==> config.mk <==
export PLATFORM = sky130hd
export DESIGN_NAME = nr_div
export DESIGN_NICKNAME = d
export VERILOG_FILES = /design/src/rtl/nr_div_pkg.sv /design/src/rtl/nr_div_addsub.sv /design/src/rtl/nr_div.sv
export SDC_FILE = /design/constraint.sdc
export NUM_CORES = 1
export LEC_CHECK = 0
export ABC_AREA = 1
export CELL_PAD_IN_SITES_DETAIL_PLACEMENT = 1
export CELL_PAD_IN_SITES_GLOBAL_PLACEMENT = 1
export CORE_ASPECT_RATIO = 1.25
export CORE_MARGIN = 2
export CORE_UTILIZATION = 46
export DETAILED_ROUTE_END_ITERATION = 8
export GPL_ROUTABILITY_DRIVEN = 0
export PLACE_DENSITY = 0.83
export SETUP_SLACK_MARGIN = 0.1
export SLEW_MARGIN = 40
export SYNTH_ARGS = -nofsm -noshare
export SYNTH_HDL_FRONTEND = slang
export SYNTH_SLANG_ARGS = --single-unit
==> constraint.sdc <==
create_clock -name clk -period 4.7 [get_ports clk]
set_input_delay 0.94 -clock clk [delete_from_list [all_inputs] [get_ports clk]]
set_output_delay 0.94 -clock clk [all_outputs]
set_load 0.005 [all_outputs]
==> src/rtl/nr_div_pkg.sv <==
// nr_div_pkg: shared constants for the non-restoring 16/8 divider.
// Holds the operand width, the iteration count and the FSM state codes.
package nr_div_pkg;

  localparam int W        = 8;
  localparam int ITER_CNT = 8;

  // FSM state codes (kept as plain constants for compatibility with older tools)
  localparam logic [2:0] IDLE   = 3'd0;
  localparam logic [2:0] LD_LO  = 3'd1;
  localparam logic [2:0] LD_DIV = 3'd2;
  localparam logic [2:0] ITER   = 3'd3;
  localparam logic [2:0] CORR   = 3'd4;
  localparam logic [2:0] OUT_R  = 3'd5;
  localparam logic [2:0] OUT_Q  = 3'd6;
  localparam logic [2:0] DONE   = 3'd7;

endpackage

==> src/rtl/nr_div_addsub.sv <==
// nr_div_addsub: 9-bit signed add/subtract used by the divider datapath.
// neg=1 adds the divisor (partial remainder was negative), neg=0 subtracts it.
module nr_div_addsub (
  input  logic [8:0] a,
  input  logic [7:0] d,
  input  logic       neg,
  output logic [8:0] y
);

  logic [8:0] d_ext;

  assign d_ext = {1'b0, d};

  // Select add or subtract of the zero-extended divisor
  always_comb begin
    if (neg) begin
      y = a + d_ext;
    end else begin
      y = a - d_ext;
    end
  end

endmodule

==> src/rtl/nr_div.sv <==
// nr_div: sequential non-restoring divider, 16-bit dividend / 8-bit divisor.
// Operands arrive byte-serially on ibus (dividend high, dividend low, divisor);
// results leave on obus (remainder, then quotient) followed by a done flag.
// Optional feature: define NR_DIV_OVF_EN to add divide-overflow detection
// and the ovf output port.
module nr_div #(
  parameter int W = 8
) (
  input  logic         clk,
  input  logic         rst_b,
  input  logic         bgn,
  input  logic [W-1:0] ibus,
  output logic [W-1:0] obus,
`ifdef NR_DIV_OVF_EN
  output logic         ovf,
`endif
  output logic         stop
);

  import nr_div_pkg::*;

  logic [2:0] state_reg, state_next;
  logic [8:0] a_reg, a_next;     // signed partial remainder; holds dividend high byte while loading
  logic [7:0] q_reg, q_next;     // quotient; holds dividend low byte while loading
  logic [7:0] d_reg, d_next;     // divisor
  logic [2:0] cnt_reg, cnt_next; // iteration counter

  logic [8:0] as_a;
  logic       as_neg;
  logic [8:0] as_y;

`ifdef NR_DIV_OVF_EN
  logic ovf_reg, ovf_next;
  logic ovf_det;

  // Overflow when divisor is zero or the quotient would not fit in 8 bits
  assign ovf_det = (ibus == 8'h00) || (a_reg[7:0] >= ibus);
  assign ovf     = ovf_reg;
`endif

  // Shared adder: in CORR it restores A, in ITER it works on the shifted {A,Q}
  assign as_a   = (state_reg == CORR) ? a_reg : {a_reg[7:0], q_reg[7]};
  assign as_neg = (state_reg == CORR) ? 1'b1 : a_reg[8];

  nr_div_addsub u_addsub (
    .a   (as_a),
    .d   (d_reg),
    .neg (as_neg),
    .y   (as_y)
  );

  // Next-state and datapath update logic
  always_comb begin
    state_next = state_reg;
    a_next     = a_reg;
    q_next     = q_reg;
    d_next     = d_reg;
    cnt_next   = cnt_reg;
`ifdef NR_DIV_OVF_EN
    ovf_next   = ovf_reg;
`endif
    case (state_reg)
      IDLE: begin
        if (bgn) begin
          a_next     = {1'b0, ibus};
          state_next = LD_LO;
        end
      end
      LD_LO: begin
        q_next     = ibus;
        state_next = LD_DIV;
      end
      LD_DIV: begin
        d_next     = ibus;
        cnt_next   = 3'd0;
        state_next = ITER;
`ifdef NR_DIV_OVF_EN
        if (ovf_det) begin
          a_next     = 9'h0FF;
          q_next     = 8'hFF;
          ovf_next   = 1'b1;
          state_next = OUT_R;
        end
`endif
      end
      ITER: begin
        a_next   = as_y;
        q_next   = {q_reg[6:0], ~as_y[8]};
        cnt_next = cnt_reg + 3'd1;
        if (cnt_reg == 3'(ITER_CNT - 1)) begin
          state_next = CORR;
        end
      end
      CORR: begin
        if (a_reg[8]) begin
          a_next = as_y;
        end
        state_next = OUT_R;
      end
      OUT_R: begin
        state_next = OUT_Q;
      end
      OUT_Q: begin
        state_next = DONE;
      end
      DONE: begin
        if (!bgn) begin
          state_next = IDLE;
`ifdef NR_DIV_OVF_EN
          ovf_next   = 1'b0;
`endif
        end
      end
      default: begin
        state_next = IDLE;
      end
    endcase
  end

  // State registers with asynchronous active-low reset
  always_ff @(posedge clk or negedge rst_b) begin
    if (!rst_b) begin
      state_reg <= IDLE;
      a_reg     <= 9'd0;
      q_reg     <= 8'd0;
      d_reg     <= 8'd0;
      cnt_reg   <= 3'd0;
`ifdef NR_DIV_OVF_EN
      ovf_reg   <= 1'b0;
`endif
    end else begin
      state_reg <= state_next;
      a_reg     <= a_next;
      q_reg     <= q_next;
      d_reg     <= d_next;
      cnt_reg   <= cnt_next;
`ifdef NR_DIV_OVF_EN
      ovf_reg   <= ovf_next;
`endif
    end
  end

  // Output decode: results only in OUT_R/OUT_Q, done flag only in DONE
  always_comb begin
    obus = 8'h00;
    if (state_reg == OUT_R) begin
      obus = a_reg[7:0];
    end else if (state_reg == OUT_Q) begin
      obus = q_reg;
    end
  end

  assign stop = (state_reg == DONE);

endmodule

==> impl_metrics.csv, run 1 <==
group,metric,value,unit
status,status,"completed",
clock_tree,cts_max_level,2,
synthesis,synthCells,308,
floorplanning,io_pins,20,
worst_setup_path,regToRegSetupSlack,1770,ps
grt,antenna_found_initial,0,
place,io_buffers,19,
sta,fin_crit,3000,ps
floorplanning,rows,28,
sta,drv_slew,0,
sta,timing.final.crit_share,0.639,
synthesis,yosys-top-cells-count,"67 x nand2_1, 48 x inv_1, 31 x dfrtp_1, 29 x nand3_1, 26 x o21ai_0",
synthesis,synth-main-ff-cell,"dfrtp_1",
floorplanning,core_area,4800,µm²
synthesis,ys_types,38,
flow_run,cap_viol_max_count,0,
layout,drive_gt1_frac,0.106,
clock_tree,clk_path_buf_depth,2,
worst_hold_path,hold_depth,1,
detailed_routing,drc,0,
worst_hold_path,whs_endpoint,"cnt_reg[0]",
floorplanning,start_util,0.484,
sta,hold_viol,0,
sta,worstMarginPinSlew,636,ps
worst_setup_path,r2r-end,"q_reg[0]",
clock_tree,tritoncts,"yes",
synthesis,synth.largest_area_cell,"dfrtp_1",
layout,syn_to_final_growth,13.4,%
detailed_routing,wirelength,6520,µm
synthesis,synth_top_area_share,0.334,
worst_hold_path,worstHoldStart,"cnt_reg[0]",
worst_setup_path,path_class,"reg2out",
sta,setup_viol,0,
clock_tree,ctsHoldBuffers,0,
detailed_routing,ant_nets,0,
worst_setup_path,slowest_delay,540,ps
worst_setup_path,cpMostUsedCell,"inv_1",
worst_setup_path,worstPathMaxFanout,8,
worst_hold_path,hp-class,"reg2reg",
worst_setup_path,path_depth,7,
layout,largest_reg_flops,9,
synthesis,syn_area_per_cell,7.54,µm²
worst_setup_path,reg2regPathDepth,17,
clock_tree,numCtsBuffers,5,
clock_tree,clkLatencyLatePin,290,ps
worst_setup_path,path_cells,"inv_1 -> ha_1 -> nand2_1 -> inv_1 -> nand3_1 -> o21ai_0 -> clkdlybuf4s50_1",
place,dp_hpwl,5160,µm
layout,antennaDiodeCount,0,
clock_tree,cts_setup_buffers,0,
sta,rsz0062_at_grt,"no",
worst_setup_path,critPathRequiredTime,3760,ps
detailed_routing,viasPerCell,5.42,
worst_setup_path,worstPathBufferInverterCount,3,
floorplanning,fp.dieW,67.6,µm
detailed_routing,routedWlPerCell,16.7,µm
clock_tree,root_buffer,"clkbuf_8",
synthesis,ys_seq_area_frac,0.334,
synthesis,synth_edf_count,0,
synthesis,async_reset_ff_frac,1.00,
grt,grt_pass1_wl,11000,µm
floorplanning,die_h,83.4,µm
grt,grt_overflow,0,
worst_setup_path,crit_family,"buffers and inverters",
sta,max_freq,333,MHz
sta,max-slew-margin-rel,0.575,
floorplanning,die_area,5640,µm²
detailed_routing,via_count,2118,
worst_setup_path,arrival,2060,ps
synthesis,yosysMostFrequentCell,"nand2_1",
synthesis,synth_area_leaders,"dfrtp_1 33%, nand2_1 11%, ha_1 8.1%",
layout,layout.nets,357,
grt,grtUsageTotal,0.257,
detailed_routing,drt_iter0_drc,56,
grt,grt_max_degree,32,
synthesis,yosysWarnings,0,
sta,fin_skew,11.2,ps
sta,fin_setup_tns,0,ps
clock_tree,clock-sinks,31,
worst_setup_path,startpoint_type,"flop",
worst_setup_path,critPathCaptureType,"primary output",
grt,grt_pass1_vias,2281,
synthesis,syn-num-nets,335,
clock_tree,clkTransAtPathRegs,60,ps
clock_tree,post_cts_resized,0,
worst_setup_path,cpMaxStageDelayCell,"clkdlybuf4s50_1",
synthesis,synth-seq-cells,31,
detailed_routing,drt_first_pass_iters,4,
synthesis,syn_area,2320,µm²
worst_setup_path,r2r-start,"state_reg[0]",
[worst max-delay path by stage]
stage,startpoint,to,slack [ps]
after floorplan,state_reg[0],q_reg[0],2140
after global placement,state_reg[0],a_reg[8],1960
after detailed placement,state_reg[0],q_reg[0],1750
after CTS,state_reg[0],obus[6],1680
after global routing,state_reg[0],q_reg[0],1500
final,state_reg[0],obus[6],1700
[stage by stage]
step / utilization / hold WS, ps / worst slack, ps / instances / instance area [µm²]
floorplan: - / 466 / 2140 / 308 / 2320
finish: 0.548 / 501 / 1700 / 391 / 2630
global route: 0.548 / 547 / 1500 / 391 / 2630
CTS: 0.548 / 505 / 1680 / 391 / 2630
global placement: 0.532 / 490 / 1960 / 383 / 2550
detailed placement: 0.532 / 493 / 1750 / 383 / 2550
[layout by cell type (no fill, tap or decap), types with 2 or more instances in the layout]
cell,Yosys,routed
inv_1,48,48
ha_1,15,15
inv_4,2,2
a31oi_1,2,2
dfrtp_1,31,31
clkbuf_8,0,5
inv_2,6,6
mux2_2,2,2
a21oi_2,7,7
nand3_1,29,29
nor2_1,13,13
xor2_1,5,5
o22ai_1,3,3
nand3b_1,3,3
nand2_4,2,2
o21ai_1,5,5
a22oi_2,3,3
clkbuf_1,2,2
o221ai_1,3,3
xnor2_1,2,2
nand2_1,67,67
clkdlybuf4s50_1,0,19
nand4_1,2,2
a21oi_1,15,15
o21ai_0,26,26
[final cells by class]
type	instances	area (µm²)
Inverter	56	215
Tap cell	60	75.1
Multi-Input combinational cell	216	1290
Sequential cell	31	776
Clock buffer	7	76.3
Timing Repair Buffer	20	198
Clock inverter	1	5.00
Fill cell	639	2170
[logic make-up (layout without fill, tap and decap cells)]
| family | count (synthesis) | in the layout | synth area share |
|---|---|---|---|
| xor gates and xnor gates | 7 | 7 | 0.0264 |
| muxes | 2 | 2 | 0.00970 |
| DFF | 31 | 31 | 0.334 |
| adders and majority gates | 16 | 16 | 0.0894 |
| and+or+nand+nor | 119 | 119 | 0.231 |
| buffers and inverters | 61 | 84 | 0.112 |
| AOI/OAI and AO/OA | 72 | 72 | 0.198 |
[routing by layer]
layer	up-vias	part of all wire	global-route usage
met4	0	0.0091	0.0557
li1	1059	-	-
met5	-	0	0
met1	1028	0.42	0.318
met3	5	0.019	0.0325
met2	26	0.55	0.461
Power of run 1 is left out: the tool's default activity adds up to more than one toggle a clock period on the data nets, which glitch-free logic cannot reach.
==> run 2, diff against run 1 <==
--- a/config.mk
+++ b/config.mk
@@ -10,10 +10,10 @@
 export CELL_PAD_IN_SITES_GLOBAL_PLACEMENT = 1
 export CORE_ASPECT_RATIO = 1.25
 export CORE_MARGIN = 2
-export CORE_UTILIZATION = 46
+export CORE_UTILIZATION = 39
 export DETAILED_ROUTE_END_ITERATION = 8
 export GPL_ROUTABILITY_DRIVEN = 0
-export PLACE_DENSITY = 0.83
+export PLACE_DENSITY = 0.75
 export SETUP_SLACK_MARGIN = 0.1
 export SLEW_MARGIN = 40
 export SYNTH_ARGS = -nofsm -noshare
==> constraint.sdc (replaced) <==
create_clock -name clk -period 2.6 [get_ports clk]
set_input_delay 0.52 -clock clk [delete_from_list [all_inputs] [get_ports clk]]
set_output_delay 0.52 -clock clk [all_outputs]
set_load 0.005 [all_outputs]
==> run 2 against run 1 <==
Effect of this change: final cell count increased by 6.6%; cell area increased by 12%; setup slack got worse by 1500 ps; count of clock-buffer cells in the layout fell by 1; via count grew 6.6%; routed wire length increased by 8.9%; first-iteration DRC count increased by 48%; die area rose by 17%; worst hold slack better by 9.9 ps; register-to-register slack lost 1600 ps; critical path depth is 7 higher.
==> impl_metrics.csv, run 2 (synthesis gave the netlist of run 1 again) <==
group,metric,value,unit
status,status,"completed",
layout,largest_reg_flops,9,
detailed_routing,routedWlPerCell,17.0,µm
sta,timing.final.crit_share,0.943,
worst_setup_path,startpoint_type,"flop",
detailed_routing,via_count,2257,
place,place_inst,398,
floorplanning,start_util,0.402,
layout,final_common_cell,"nand2_1",
worst_setup_path,path_class,"reg2reg",
worst_hold_path,hp-class,"reg2reg",
sta,setup_viol,0,
grt,antenna_found_initial,0,
worst_hold_path,hold_depth,2,
place,place_ws,-117,ps
sta,worstMarginPinSlew,628,ps
layout,nFillCells,713,
layout,antennaDiodeCount,0,
grt,grt_overflow,0,
place,placed_cell_area,2630,µm²
detailed_routing,viasPerCell,5.41,
sta,hold_viol,0,
clock_tree,clkLatencyLatePin,290,ps
sta,drv_slew,0,
layout,mostFrequentLayoutCells,"60 x nand2_1, 41 x inv_1, 31 x dfrtp_1",
floorplanning,die_h,90.3,µm
grt,grt_pass1_wl,11600,µm
clock_tree,clkTransAtPathRegs,70,ps
floorplanning,rows,31,
clock_tree,numCtsBuffers,5,
layout,register_area,776,µm²
clock_tree,tritoncts,"yes",
detailed_routing,drt_iter0_drc,83,
worst_setup_path,reg2regPathDepth,14,
worst_setup_path,arrival,2670,ps
detailed_routing,drt_first_pass_iters,4,
sta,fin_crit,2450,ps
sta,fin_setup_tns,0,ps
floorplanning,core_area,5780,µm²
worst_setup_path,worstPathMaxFanout,4,
layout,drive_gt1_frac,0.256,
detailed_routing,wirelength,7100,µm
flow_run,cap_viol_max_count,0,
layout,multi_input_area,1410,µm²
grt,grt_max_degree,32,
clock_tree,ctsHoldBuffers,0,
floorplanning,io_pins,20,
place,io_buffers,19,
layout,layout.nets,378,
grt,grt_pass1_vias,2432,
clock_tree,clk_path_buf_depth,2,
place,dp_hpwl,5260,µm
sta,max_freq,408,MHz
clock_tree,clock-sinks,31,
floorplanning,fp.dieW,73.0,µm
layout,postLayoutCellArea,2940,µm²
layout,final-instance-count-excl-fill,417,
sta,fin_skew,7.46,ps
detailed_routing,drc,0,
sta,fin_ws,149,ps
sta,rsz0062_at_grt,"yes",
floorplanning,die_area,6590,µm²
layout,syn_to_final_growth,26.6,%
clock_tree,cts_max_level,2,
worst_setup_path,critPathRequiredTime,2820,ps
worst_setup_path,critPathCaptureType,"flop",
detailed_routing,ant_nets,0,
clock_tree,root_buffer,"clkbuf_8",
sta,max-slew-margin-rel,0.581,
grt,grtUsageTotal,0.229,
[run 2: cell count changes in the layout (fill, tap and decap cells not counted), moves of 7 or more]
cell and delta:
inv_2 +7, dlygate4sd2_1 +7, clkdlybuf4s50_1 -8, inv_1 -7
nand2_1 -7, buf_4 +18, nand2_2 +7
[run 2: layer usage]
metal / track usage / wire (µm)
met3: 0.0368 / 187
met4: 0.0741 / 100
met5: 0 / 0
met1: 0.280 / 3020
met2: 0.399 / 3790
[run 2: worst paths after layout]
kind	start	to	slack [ps]
setup / recovery	state_reg[1]	a_reg[4]	150
min in group asynchronous	rst_b	d_reg[4]	640
max in group asynchronous	rst_b	q_reg[5]	1650
hold reg to reg	cnt_reg[1]	cnt_reg[1]	510
setup reg to reg	state_reg[1]	a_reg[4]	150
hold / removal	cnt_reg[1]	cnt_reg[1]	510
[run 2: final cells by class]
class,instances,share of cell area
multi-input combinational,216,0.480
sequential,31,0.264
timing repair buffer,41,0.125
inverter,56,0.0732
clock buffer,6,0.0281
tap,66,0.0281
clock inverter,1,0.00170
[run 2: stage by stage]
stage,hold slack (ps),util
CTS,515,0.477
global placement,488,0.455
floorplan,224,-
global route,540,0.509
detailed placement,498,0.455
finish,511,0.509
[run 2: repair_timing]
item                                   CTS  global route
gates resized for setup                 16            37
pin swaps                                0            16
endpoints found under the hold margin    0             0
buffers inserted                         3             9
setup endpoints to repair               15             9
[run 2: worst max-delay path, cell delays in order, from the launching register on]
cell and delay, ps:
dfrtp_1 360, inv_2 70, ha_4 190, a21oi_4 200
inv_2 60, buf_6 120, a31oi_4 150, xor2_1 190
ha_1 290, a21oi_2 160, nand2_2 110, buf_6 130
a21oi_4 150, o21ai_2 90, a22oi_2 110
Power of run 2 is left out for the same reason.
==> run 3, diff against run 2 <==
--- a/config.mk
+++ b/config.mk
@@ -6,15 +6,14 @@
 export NUM_CORES = 1
 export LEC_CHECK = 0
 export ABC_AREA = 1
-export CELL_PAD_IN_SITES_DETAIL_PLACEMENT = 1
-export CELL_PAD_IN_SITES_GLOBAL_PLACEMENT = 1
 export CORE_ASPECT_RATIO = 1.25
-export CORE_MARGIN = 2
-export CORE_UTILIZATION = 39
+export CORE_MARGIN = 4
+export CORE_UTILIZATION = 52
 export DETAILED_ROUTE_END_ITERATION = 8
 export GPL_ROUTABILITY_DRIVEN = 0
-export PLACE_DENSITY = 0.75
+export PLACE_DENSITY = 0.74
 export SETUP_SLACK_MARGIN = 0.1
+export SKIP_LAST_GASP = 1
 export SLEW_MARGIN = 40
 export SYNTH_ARGS = -nofsm -noshare
 export SYNTH_HDL_FRONTEND = slang
==> run 3 against run 2 <==
Effect of this change: critical path depth is 7 lower; die area is 15% lower; register-to-register slack better by 70 ps; cell area is 5.6% lower; routed wire length is 18% lower; first-iteration DRC count is 42% higher; fmax is 0.86% higher; count of clock-buffer cells in the layout is 1 higher; critical endpoint is now obus[2]; largest cell class unchanged.
==> impl_metrics.csv, run 3 (synthesis gave the netlist of run 1 again) <==
group,metric,value,unit
status,status,"completed",
sta,hold_viol,0,
clock_tree,root_buffer,"clkbuf_8",
clock_tree,ctsHoldBuffers,0,
detailed_routing,ant_nets,0,
place,dp_hpwl,4360,µm
sta,timing.final.crit_share,0.935,
worst_setup_path,path_class,"reg2out",
worst_setup_path,critPathRequiredTime,2080,ps
sta,fin_crit,2430,ps
sta,fin_ws,170,ps
layout,mostFrequentLayoutCells,"65 x nand2_1, 44 x inv_1, 31 x dfrtp_1",
floorplanning,die_area,5610,µm²
sta,fin_setup_tns,0,ps
detailed_routing,drt_iter0_drc,118,
detailed_routing,drc,0,
place,io_buffers,19,
layout,antennaDiodeCount,0,
clock_tree,clkTransAtPathRegs,60,ps
grt,grtUsageTotal,0.227,
worst_hold_path,hp-class,"reg2reg",
clock_tree,clk_path_buf_depth,2,
flow_run,cap_viol_max_count,0,
floorplanning,start_util,0.553,
detailed_routing,via_count,2145,
sta,max-slew-margin-rel,0.595,
sta,drv_slew,0,
layout,nFillCells,353,
floorplanning,io_pins,20,
grt,grt_pass1_wl,9360,µm
detailed_routing,routedWlPerCell,14.6,µm
clock_tree,clock-sinks,31,
floorplanning,fp.dieW,67.8,µm
detailed_routing,wirelength,5800,µm
layout,drive_gt1_frac,0.175,
sta,setup_viol,0,
sta,fin_skew,8.95,ps
sta,max_freq,412,MHz
worst_setup_path,regToRegSetupSlack,220,ps
clock_tree,numCtsBuffers,5,
detailed_routing,drt_first_pass_iters,4,
grt,grt_pass1_vias,2032,
worst_setup_path,arrival,1910,ps
clock_tree,clkLatencyLatePin,280,ps
place,place_ws,-3.36,ps
floorplanning,die_h,82.7,µm
layout,syn_to_final_growth,19.5,%
grt,antenna_found_initial,0,
worst_setup_path,worstPathMaxFanout,8,
clock_tree,cts_max_level,2,
clock_tree,tritoncts,"yes",
grt,grt_max_degree,32,
floorplanning,rows,26,
sta,rsz0062_at_grt,"no",
detailed_routing,viasPerCell,5.39,
floorplanning,core_area,4200,µm²
layout,final_common_cell,"nand2_1",
grt,grt_overflow,0,
worst_setup_path,startpoint_type,"flop",
worst_setup_path,critPathCaptureType,"primary output",
sta,worstMarginPinSlew,606,ps
layout,largest_reg_flops,9,
layout,layout.nets,368,
-- run 3: cell count changes in the layout (fill, tap and decap cells not counted), sizes merged --
| cell | change |
|---|---|
| buf | -10 |
| clkbuf | +1 |
| clkdlybuf4s15 | -1 |
| clkdlybuf4s50 | +1 |
| dlygate4sd2 | -7 |
| dlymetal6s2s | +7 |
-- run 3: critical path: stages, from the launching register on --
cell	delay (ps)
dfrtp_1	400
inv_2	100
ha_2	200
nand2_1	90
inv_2	140
nand3_1	80
o21ai_0	80
clkdlybuf4s50_1	530
-- run 3: path summary, 6_finish.rpt --
kind | endpoint | start | cells past startpoint
max reg2reg | q_reg[0] | state_reg[0] | 17
min | cnt_reg[0] | cnt_reg[0] | 1
max in group asynchronous | q_reg[7] | rst_b | 2
max | obus[2] | state_reg[0] | 7
min reg2reg | cnt_reg[0] | cnt_reg[0] | 1
min in group asynchronous | a_reg[1] | rst_b | 2
-- run 3: final cells by class --
type | instances | area (µm²) | area share
clock buffers | 7 | 76.3 | 0.0275
clock inverters | 1 | 5.00 | 0.00180
inverters | 56 | 215 | 0.0775
multi-input cells | 216 | 1340 | 0.481
flip-flops and latches | 31 | 776 | 0.280
well taps | 56 | 70.1 | 0.0252
repair buffers | 31 | 298 | 0.107
-- run 3: routing by layer --
layer	GRT usage	vias to the layer above	part of all wire
met3	0.0365	12	0.062
met2	0.404	67	0.51
met1	0.279	982	0.42
met4	0.0636	0	0.014
met5	0	-	0
li1	-	1084	-
-- run 3: repair_timing --
item / CTS / global route
endpoints found under the setup margin: 11 / 13
pin swaps: 0 / 3
resized for setup: 7 / 21
setup buffers: 0 / 6
-- run 3: stage by stage --
| step | util | instances | hold WS [ps] | area, µm² |
|---|---|---|---|---|
| floorplan | - | 308 | 224 | 2320 |
| global placement | 0.616 | 384 | 490 | 2590 |
| detailed placement | 0.616 | 384 | 502 | 2590 |
| CTS | 0.638 | 392 | 514 | 2680 |
| global route | 0.661 | 398 | 566 | 2780 |
| finish | 0.661 | 398 | 511 | 2780 |
Power of run 3 is left out for the same reason.
